$ cat config.mk
export PLATFORM = sky130hd
export DESIGN_NAME = ccff_chain_programmer_flat
export DESIGN_NICKNAME = d
export VERILOG_FILES = /design/src/rtl/ccff_chain_programmer_if.sv /design/src/rtl/ccff_chain_programmer.sv /design/src/flat_wrapper.sv
export SDC_FILE = /design/constraint.sdc
export NUM_CORES = 1
export LEC_CHECK = 0
export CORE_ASPECT_RATIO = 0.7
export CORE_MARGIN = 1
export CORE_UTILIZATION = 25
export DETAILED_ROUTE_END_ITERATION = 12
export GPL_TIMING_DRIVEN = 0
export PLACE_DENSITY = 0.53
export SLEW_MARGIN = 10
export SYNTH_ARGS = -nofsm -noshare
export SYNTH_HDL_FRONTEND = slang
export SYNTH_SLANG_ARGS = --single-unit
$ cat constraint.sdc
create_clock -name prog_clk -period 2 [get_ports prog_clk]
set_input_delay 0.3 -clock prog_clk [delete_from_list [all_inputs] [get_ports prog_clk]]
set_output_delay 0.3 -clock prog_clk [all_outputs]
set_load 0.05 [all_outputs]
$ cat src/rtl/ccff_chain_programmer_if.sv
// Bundle of host, readback and chain-side signals for one configuration chain.
interface ccff_chain_programmer_if #(
  parameter int unsigned WORD_W = 8
);
  logic              start;
  logic              busy;
  logic              done;
  logic              din_valid;
  logic [WORD_W-1:0] din_data;
  logic              din_ready;
  logic              ccff_head;
  logic              shift_en;
  logic              ccff_tail;
  logic              rb_valid;
  logic [WORD_W-1:0] rb_data;

  // Host plus chain-model side.
  modport master (
    output start, din_valid, din_data, ccff_tail,
    input  busy, done, din_ready, ccff_head, shift_en, rb_valid, rb_data
  );

  // Programmer side.
  modport slave (
    input  start, din_valid, din_data, ccff_tail,
    output busy, done, din_ready, ccff_head, shift_en, rb_valid, rb_data
  );
endinterface

$ cat src/rtl/ccff_chain_programmer.sv
// Serialises host bitstream words onto a configuration chain head and
// collects the previous chain contents from the tail into readback words.
module ccff_chain_programmer #(
  parameter int unsigned CHAIN_LEN = 28,
  parameter int unsigned WORD_W    = 8
) (
  input  logic                    prog_clk,
  input  logic                    pReset,
  ccff_chain_programmer_if.slave  bus
);

  localparam int unsigned CNT_W = $clog2(CHAIN_LEN + 1);
  localparam int unsigned RB_W  = $clog2(WORD_W + 1);
  localparam logic [CNT_W-1:0] LAST_BIT = CNT_W'(CHAIN_LEN);
  localparam logic [CNT_W-1:0] WORD_LEN = CNT_W'(WORD_W);

  typedef enum logic [1:0] {
    IDLE,
    LOAD,
    SHIFT,
    DONE
  } state_t;

  state_t            state;
  state_t            state_nx;
  logic [WORD_W-1:0] shreg;
  logic [WORD_W-1:0] shreg_nx;
  logic [RB_W-1:0]   word_bits;
  logic [RB_W-1:0]   word_bits_nx;
  logic [CNT_W-1:0]  bit_cnt;
  logic [CNT_W-1:0]  bit_cnt_nx;
  logic [CNT_W-1:0]  bits_rem;
  logic [RB_W-1:0]   rb_cnt;
  logic [RB_W-1:0]   rb_cnt_nx;
  logic [WORD_W-1:0] rb_shreg;
  logic [WORD_W-1:0] rb_shreg_nx;
  logic [WORD_W-1:0] rb_word;
  logic              rb_fire;

  logic              busy_q;
  logic              done_q;
  logic              din_ready_q;
  logic              shift_en_q;
  logic              ccff_head_q;
  logic              rb_valid_q;
  logic [WORD_W-1:0] rb_data_q;

  // State register.
  always_ff @(posedge prog_clk or posedge pReset) begin
    if (pReset) begin
      state <= IDLE;
    end else begin
      state <= state_nx;
    end
  end

  // Next-state, word loading, bit serialisation and readback assembly.
  always_comb begin
    state_nx     = state;
    shreg_nx     = shreg;
    word_bits_nx = word_bits;
    bit_cnt_nx   = bit_cnt;
    rb_cnt_nx    = rb_cnt;
    rb_shreg_nx  = rb_shreg;
    rb_fire      = 1'b0;
    bits_rem     = LAST_BIT - bit_cnt;
    rb_word      = rb_shreg | (WORD_W'(bus.ccff_tail) << rb_cnt);

    unique case (state)
      IDLE: begin
        if (bus.start) begin
          state_nx    = LOAD;
          bit_cnt_nx  = '0;
          rb_cnt_nx   = '0;
          rb_shreg_nx = '0;
        end
      end

      LOAD: begin
        if (bus.din_valid) begin
          shreg_nx     = bus.din_data;
          // The final word may be only partly used; its upper bits are dropped.
          word_bits_nx = (bits_rem >= WORD_LEN) ? RB_W'(WORD_W) : RB_W'(bits_rem);
          state_nx     = SHIFT;
        end
      end

      SHIFT: begin
        shreg_nx     = shreg >> 1;
        bit_cnt_nx   = bit_cnt + CNT_W'(1);
        word_bits_nx = word_bits - RB_W'(1);
        // A full readback word, or the tail of the image, is flushed at this edge.
        if ((rb_cnt == RB_W'(WORD_W - 1)) || (bit_cnt_nx == LAST_BIT)) begin
          rb_fire     = 1'b1;
          rb_cnt_nx   = '0;
          rb_shreg_nx = '0;
        end else begin
          rb_cnt_nx   = rb_cnt + RB_W'(1);
          rb_shreg_nx = rb_word;
        end
        if (word_bits == RB_W'(1)) begin
          state_nx = (bit_cnt_nx == LAST_BIT) ? DONE : LOAD;
        end
      end

      DONE: begin
        state_nx = IDLE;
      end

      default: begin
        state_nx = IDLE;
      end
    endcase
  end

  // Datapath registers and registered outputs derived from the next state.
  always_ff @(posedge prog_clk or posedge pReset) begin
    if (pReset) begin
      shreg       <= '0;
      word_bits   <= '0;
      bit_cnt     <= '0;
      rb_cnt      <= '0;
      rb_shreg    <= '0;
      busy_q      <= 1'b0;
      done_q      <= 1'b0;
      din_ready_q <= 1'b0;
      shift_en_q  <= 1'b0;
      ccff_head_q <= 1'b0;
      rb_valid_q  <= 1'b0;
      rb_data_q   <= '0;
    end else begin
      shreg       <= shreg_nx;
      word_bits   <= word_bits_nx;
      bit_cnt     <= bit_cnt_nx;
      rb_cnt      <= rb_cnt_nx;
      rb_shreg    <= rb_shreg_nx;
      busy_q      <= (state_nx == LOAD) || (state_nx == SHIFT);
      done_q      <= (state_nx == DONE);
      din_ready_q <= (state_nx == LOAD);
      shift_en_q  <= (state_nx == SHIFT);
      ccff_head_q <= (state_nx == SHIFT) & shreg_nx[0];
      rb_valid_q  <= rb_fire;
      if (rb_fire) begin
        rb_data_q <= rb_word;
      end
    end
  end

  assign bus.busy      = busy_q;
  assign bus.done      = done_q;
  assign bus.din_ready = din_ready_q;
  assign bus.shift_en  = shift_en_q;
  assign bus.ccff_head = ccff_head_q;
  assign bus.rb_valid  = rb_valid_q;
  assign bus.rb_data   = rb_data_q;

endmodule
$ cat src/flat_wrapper.sv
// flat-port wrapper written by rule: the top's interface ports become plain ports
module ccff_chain_programmer_flat 
#(
  parameter int unsigned CHAIN_LEN = 28,
  parameter int unsigned WORD_W    = 8
)
  (prog_clk, pReset, bus_start, bus_din_valid, bus_din_data, bus_ccff_tail, bus_busy, bus_done, bus_din_ready, bus_ccff_head, bus_shift_en, bus_rb_valid, bus_rb_data);
  ccff_chain_programmer_if #(.WORD_W(WORD_W)) bus_i ();
  input  logic prog_clk;
  input  logic pReset;
  input wire logic [$bits(bus_i.start)-1:0] bus_start;
  input wire logic [$bits(bus_i.din_valid)-1:0] bus_din_valid;
  input wire logic [$bits(bus_i.din_data)-1:0] bus_din_data;
  input wire logic [$bits(bus_i.ccff_tail)-1:0] bus_ccff_tail;
  output wire logic [$bits(bus_i.busy)-1:0] bus_busy;
  output wire logic [$bits(bus_i.done)-1:0] bus_done;
  output wire logic [$bits(bus_i.din_ready)-1:0] bus_din_ready;
  output wire logic [$bits(bus_i.ccff_head)-1:0] bus_ccff_head;
  output wire logic [$bits(bus_i.shift_en)-1:0] bus_shift_en;
  output wire logic [$bits(bus_i.rb_valid)-1:0] bus_rb_valid;
  output wire logic [$bits(bus_i.rb_data)-1:0] bus_rb_data;
  assign bus_i.start = bus_start;
  assign bus_i.din_valid = bus_din_valid;
  assign bus_i.din_data = bus_din_data;
  assign bus_i.ccff_tail = bus_ccff_tail;
  assign bus_busy = bus_i.busy;
  assign bus_done = bus_i.done;
  assign bus_din_ready = bus_i.din_ready;
  assign bus_ccff_head = bus_i.ccff_head;
  assign bus_shift_en = bus_i.shift_en;
  assign bus_rb_valid = bus_i.rb_valid;
  assign bus_rb_data = bus_i.rb_data;
  ccff_chain_programmer #(.CHAIN_LEN(CHAIN_LEN), .WORD_W(WORD_W)) u_core (.prog_clk(prog_clk), .pReset(pReset), .bus(bus_i));
endmodule
==> reports/results.ini <==
[status]
outcome=finished with violations
violations=setup timing

[sta]
tightest_slew_ps=572
drv_slew=0
period_minus_slack_ps=2040
setup_slack_ps=-39.5
hold_viol_final=0
fmax_mhz=490
slew_headroom=0.616
finalClockSkew_ps=5.48
period_share=1.02
setup_violations=1
rsz0062_at_grt=true

[floorplan]
io_pins=27
rows=29
dieArea_sq_um=9980
die_y_microns=83.9
die_width_microns=119
core-area_sq_um=9180
start_util=0.261

[placed_design]
gp_congestion=0.759
dp_hpwl_microns=3810
io_buffers=25

[logic_synthesis]
ys_top_cells_by_area=dfrtp_1 (47%), ha_1 (6.3%), mux2i_1 (5.0%), a21oi_1 (4.4%), inv_1 (4.2%)
ys_seq_elements=45
synth_edf_count=0
synth_top_area_frac=0.470
ys_seq_area_frac=0.470
syn_avg_cell_area_sq_um=9.62
synthFlopType=dfrtp_1
syn_nets=274
ys_types=46
yosys.area.top_type=dfrtp_1
async_reset_ff_frac=1.00
yosys_warnings=0
mappedNetlistArea_sq_um=2390
synth_cells=249

[global_routing]
antenna_found_initial=0
grt_pass1_wl_microns=9110
grt_use_total=0.115
grt_pass1_vias=1844
grt_max_degree=26
grt-ovfl-total=0

[worst_setup_path]
cp_max_fo=5
required_ps=2170
reg2reg_from=u_core.bit_cnt[0]$_DFFE_PP0P_
critPathKind=flop to flop
ff2ff_setup_slack_ps=-40
crit_end=u_core.word_bits[3]$_DFFE_PP0P_
crit_start=u_core.bit_cnt[0]$_DFFE_PP0P_
r2r-end=u_core.word_bits[3]$_DFFE_PP0P_
rr_worst_depth=6
cp-end-kind=flop
start_kind=flop
cp.arrival_ps=2210

[clocking]
root_buffer=clkbuf_16
clockBufferDepth=2
cts_tree=done
cts_hold_buf=0
clk_latency_ps=290
h-tree-depth=2
path_clk_slew_ps=70
cts_buffers=5
clock-sinks=45

[finish]
nets=317
drive_gt1_frac=0.160
n_fill_cell=950
diodes=0
areaGrowthSynthToFinish_pct=32.1
fin_util=0.345

[min_path]
hold_class=primary input to asynchronous set/reset pin

[detailed_routing]
top_layer_used=met4
num_vias=1936
drt_iter0_drc=88
routed-wl-met2_microns=2270
drc=0
wirelength_microns=5530
wl_met3_microns=228
ant_nets=0
routedLengthMet1_microns=3010
drt_pass1_iterations=4
avgRoutedWirePerCell_microns=13.3
post_drt_via_cell_ratio=4.64

[power_and_ir_drop]
p_per_area_nw_per_um2=1210
peakVddDrop_mv=0.687
power.total_w=0.00381
power.leakage_nw=1.39

[run]
drv_cap=0

[Yosys cell counts (2+ instances only)]
master	n
a21o_1	2
a21oi_1	21
a22oi_1	6
a32o_1	2
and2_1	3
and3_1	2
and3b_1	3
buf_2	2
buf_4	2
buf_6	2
clkbuf_1	4
dfrtp_1	45
ha_1	12
inv_1	27
mux2i_1	12
nand2_1	20
nand2b_1	2
nand3_1	6
nand3b_1	2
nor2_1	19
nor3_1	8
o21a_1	2
o21ai_0	18
o41ai_1	3
or3_1	2
xnor2_1	2
[per-layer routing]
metal  up-vias  track usage
met3         3       0.0328
met2        42        0.168
met4         0       0.0207
met5         -            0
met1       939        0.168
li1        952            -
[layout make-up]
class / instances / area, sq um / share of cell area
multi-input combinational: 166 / 1200 / 0.380
sequential: 45 / 1130 / 0.357
timing repair buffer: 36 / 345 / 0.109
clock buffer: 5 / 125 / 0.0396
clock inverter: 3 / 22.5 / 0.00712
tap: 124 / 155 / 0.0491
inverter: 27 / 101 / 0.0320
buffer: 11 / 82.6 / 0.0261
[state kept, by name, indices dropped and copies added, names as in the netlist]
| register | flops |
|---|---|
| u_core.rb_cnt | 4 |
| u_core.bus.din_ready | 1 |
| u_core.bus.rb_data | 8 |
| u_core.bus.busy | 1 |
| u_core.bus.shift_en | 1 |
| u_core.rb_shreg | 8 |
| u_core.shreg | 8 |
| u_core.bus.done | 1 |
| u_core.bit_cnt | 5 |
| u_core.state | 2 |
| u_core.bus.ccff_head | 1 |
| u_core.bus.rb_valid | 1 |
| u_core.word_bits | 4 |
[report_power, final]
part           switching (W)  internal [W]
registers           0.000163       0.00113
clock network       0.000378      0.000463
logic               0.000974      0.000703
[how the worst min path moves through the flow]
stage / end / slack [ps] / cells past startpoint / start
6_report: u_core.bus.shift_en$_DFF_PP0_ / 340 / 2 / pReset
5_1_grt: u_core.bus.shift_en$_DFF_PP0_ / 390 / 2 / pReset
4_1_cts: u_core.bus.busy$_DFF_PP0_ / 350 / 2 / pReset
3_5_place_dp: u_core.shreg[4]$_DFFE_PP0P_ / 470 / 2 / u_core.shreg[4]$_DFFE_PP0P_
3_3_place_gp: u_core.shreg[4]$_DFFE_PP0P_ / 460 / 2 / u_core.shreg[4]$_DFFE_PP0P_
2_1_floorplan: u_core.shreg[4]$_DFFE_PP0P_ / 450 / 2 / u_core.shreg[4]$_DFFE_PP0P_
[cells in the final DEF (no fill, tap or decap), drive strengths merged, types with 2 or more instances in the layout]
master and count:
clkbuf 8, nor3 8, a32o 2, ha 12
and3b 3, o21ai 18, o41ai 3, a21oi 21
a22oi 6, a21o 2, and3 2, nor2 19
nand3 6, a41oi 2, o21a 2, nand3b 2
nand2b 2, inv 27, mux2i 12, xnor2 2
and2 3, dfrtp 45, or3 2, clkdlybuf4s50 25
buf 18, clkinvlp 3, nand2 20
[stage by stage]
stage	hold slack (ps)	worst slack, ps	setup TNS [ps]	cells	cell area (sq um)
6_report	340	-39.5	-39.5	417	3160
5_1_grt	395	-111	-232	417	3160
4_1_cts	351	-40.3	-64.4	409	3010
3_5_place_dp	471	-208	-1030	399	2820
3_3_place_gp	463	-428	-19790	398	2800
2_1_floorplan	449	49.7	0	249	2390
[critical path, cell delays in order, from the launching register on]
cell and delay (ps):
dfrtp_2 420, inv_2 70, ha_4 170, or3b_4 380, a2111oi_4 400, a311oi_4 110
o311a_1 370
[cell families (layout without fill, tap and decap cells)]
family,count (synthesis),count (layout),share of synthesized area
AOI/OAI and AO/OA,68,68,0.187
xor gates and xnor gates,3,3,0.0110
adders and majority gates,12,12,0.0627
buffers and inverters,38,82,0.0737
DFF,45,45,0.470
muxes,12,12,0.0502
and+or+nand+nor,71,71,0.145
[timing repair]
action                                  CTS  global route
endpoints found under the setup margin   14            19
buffers inserted                          2             8
resized for setup                         9            22
pin swaps                                 1             8
Note: power is estimated with default switching activity, not from simulation.
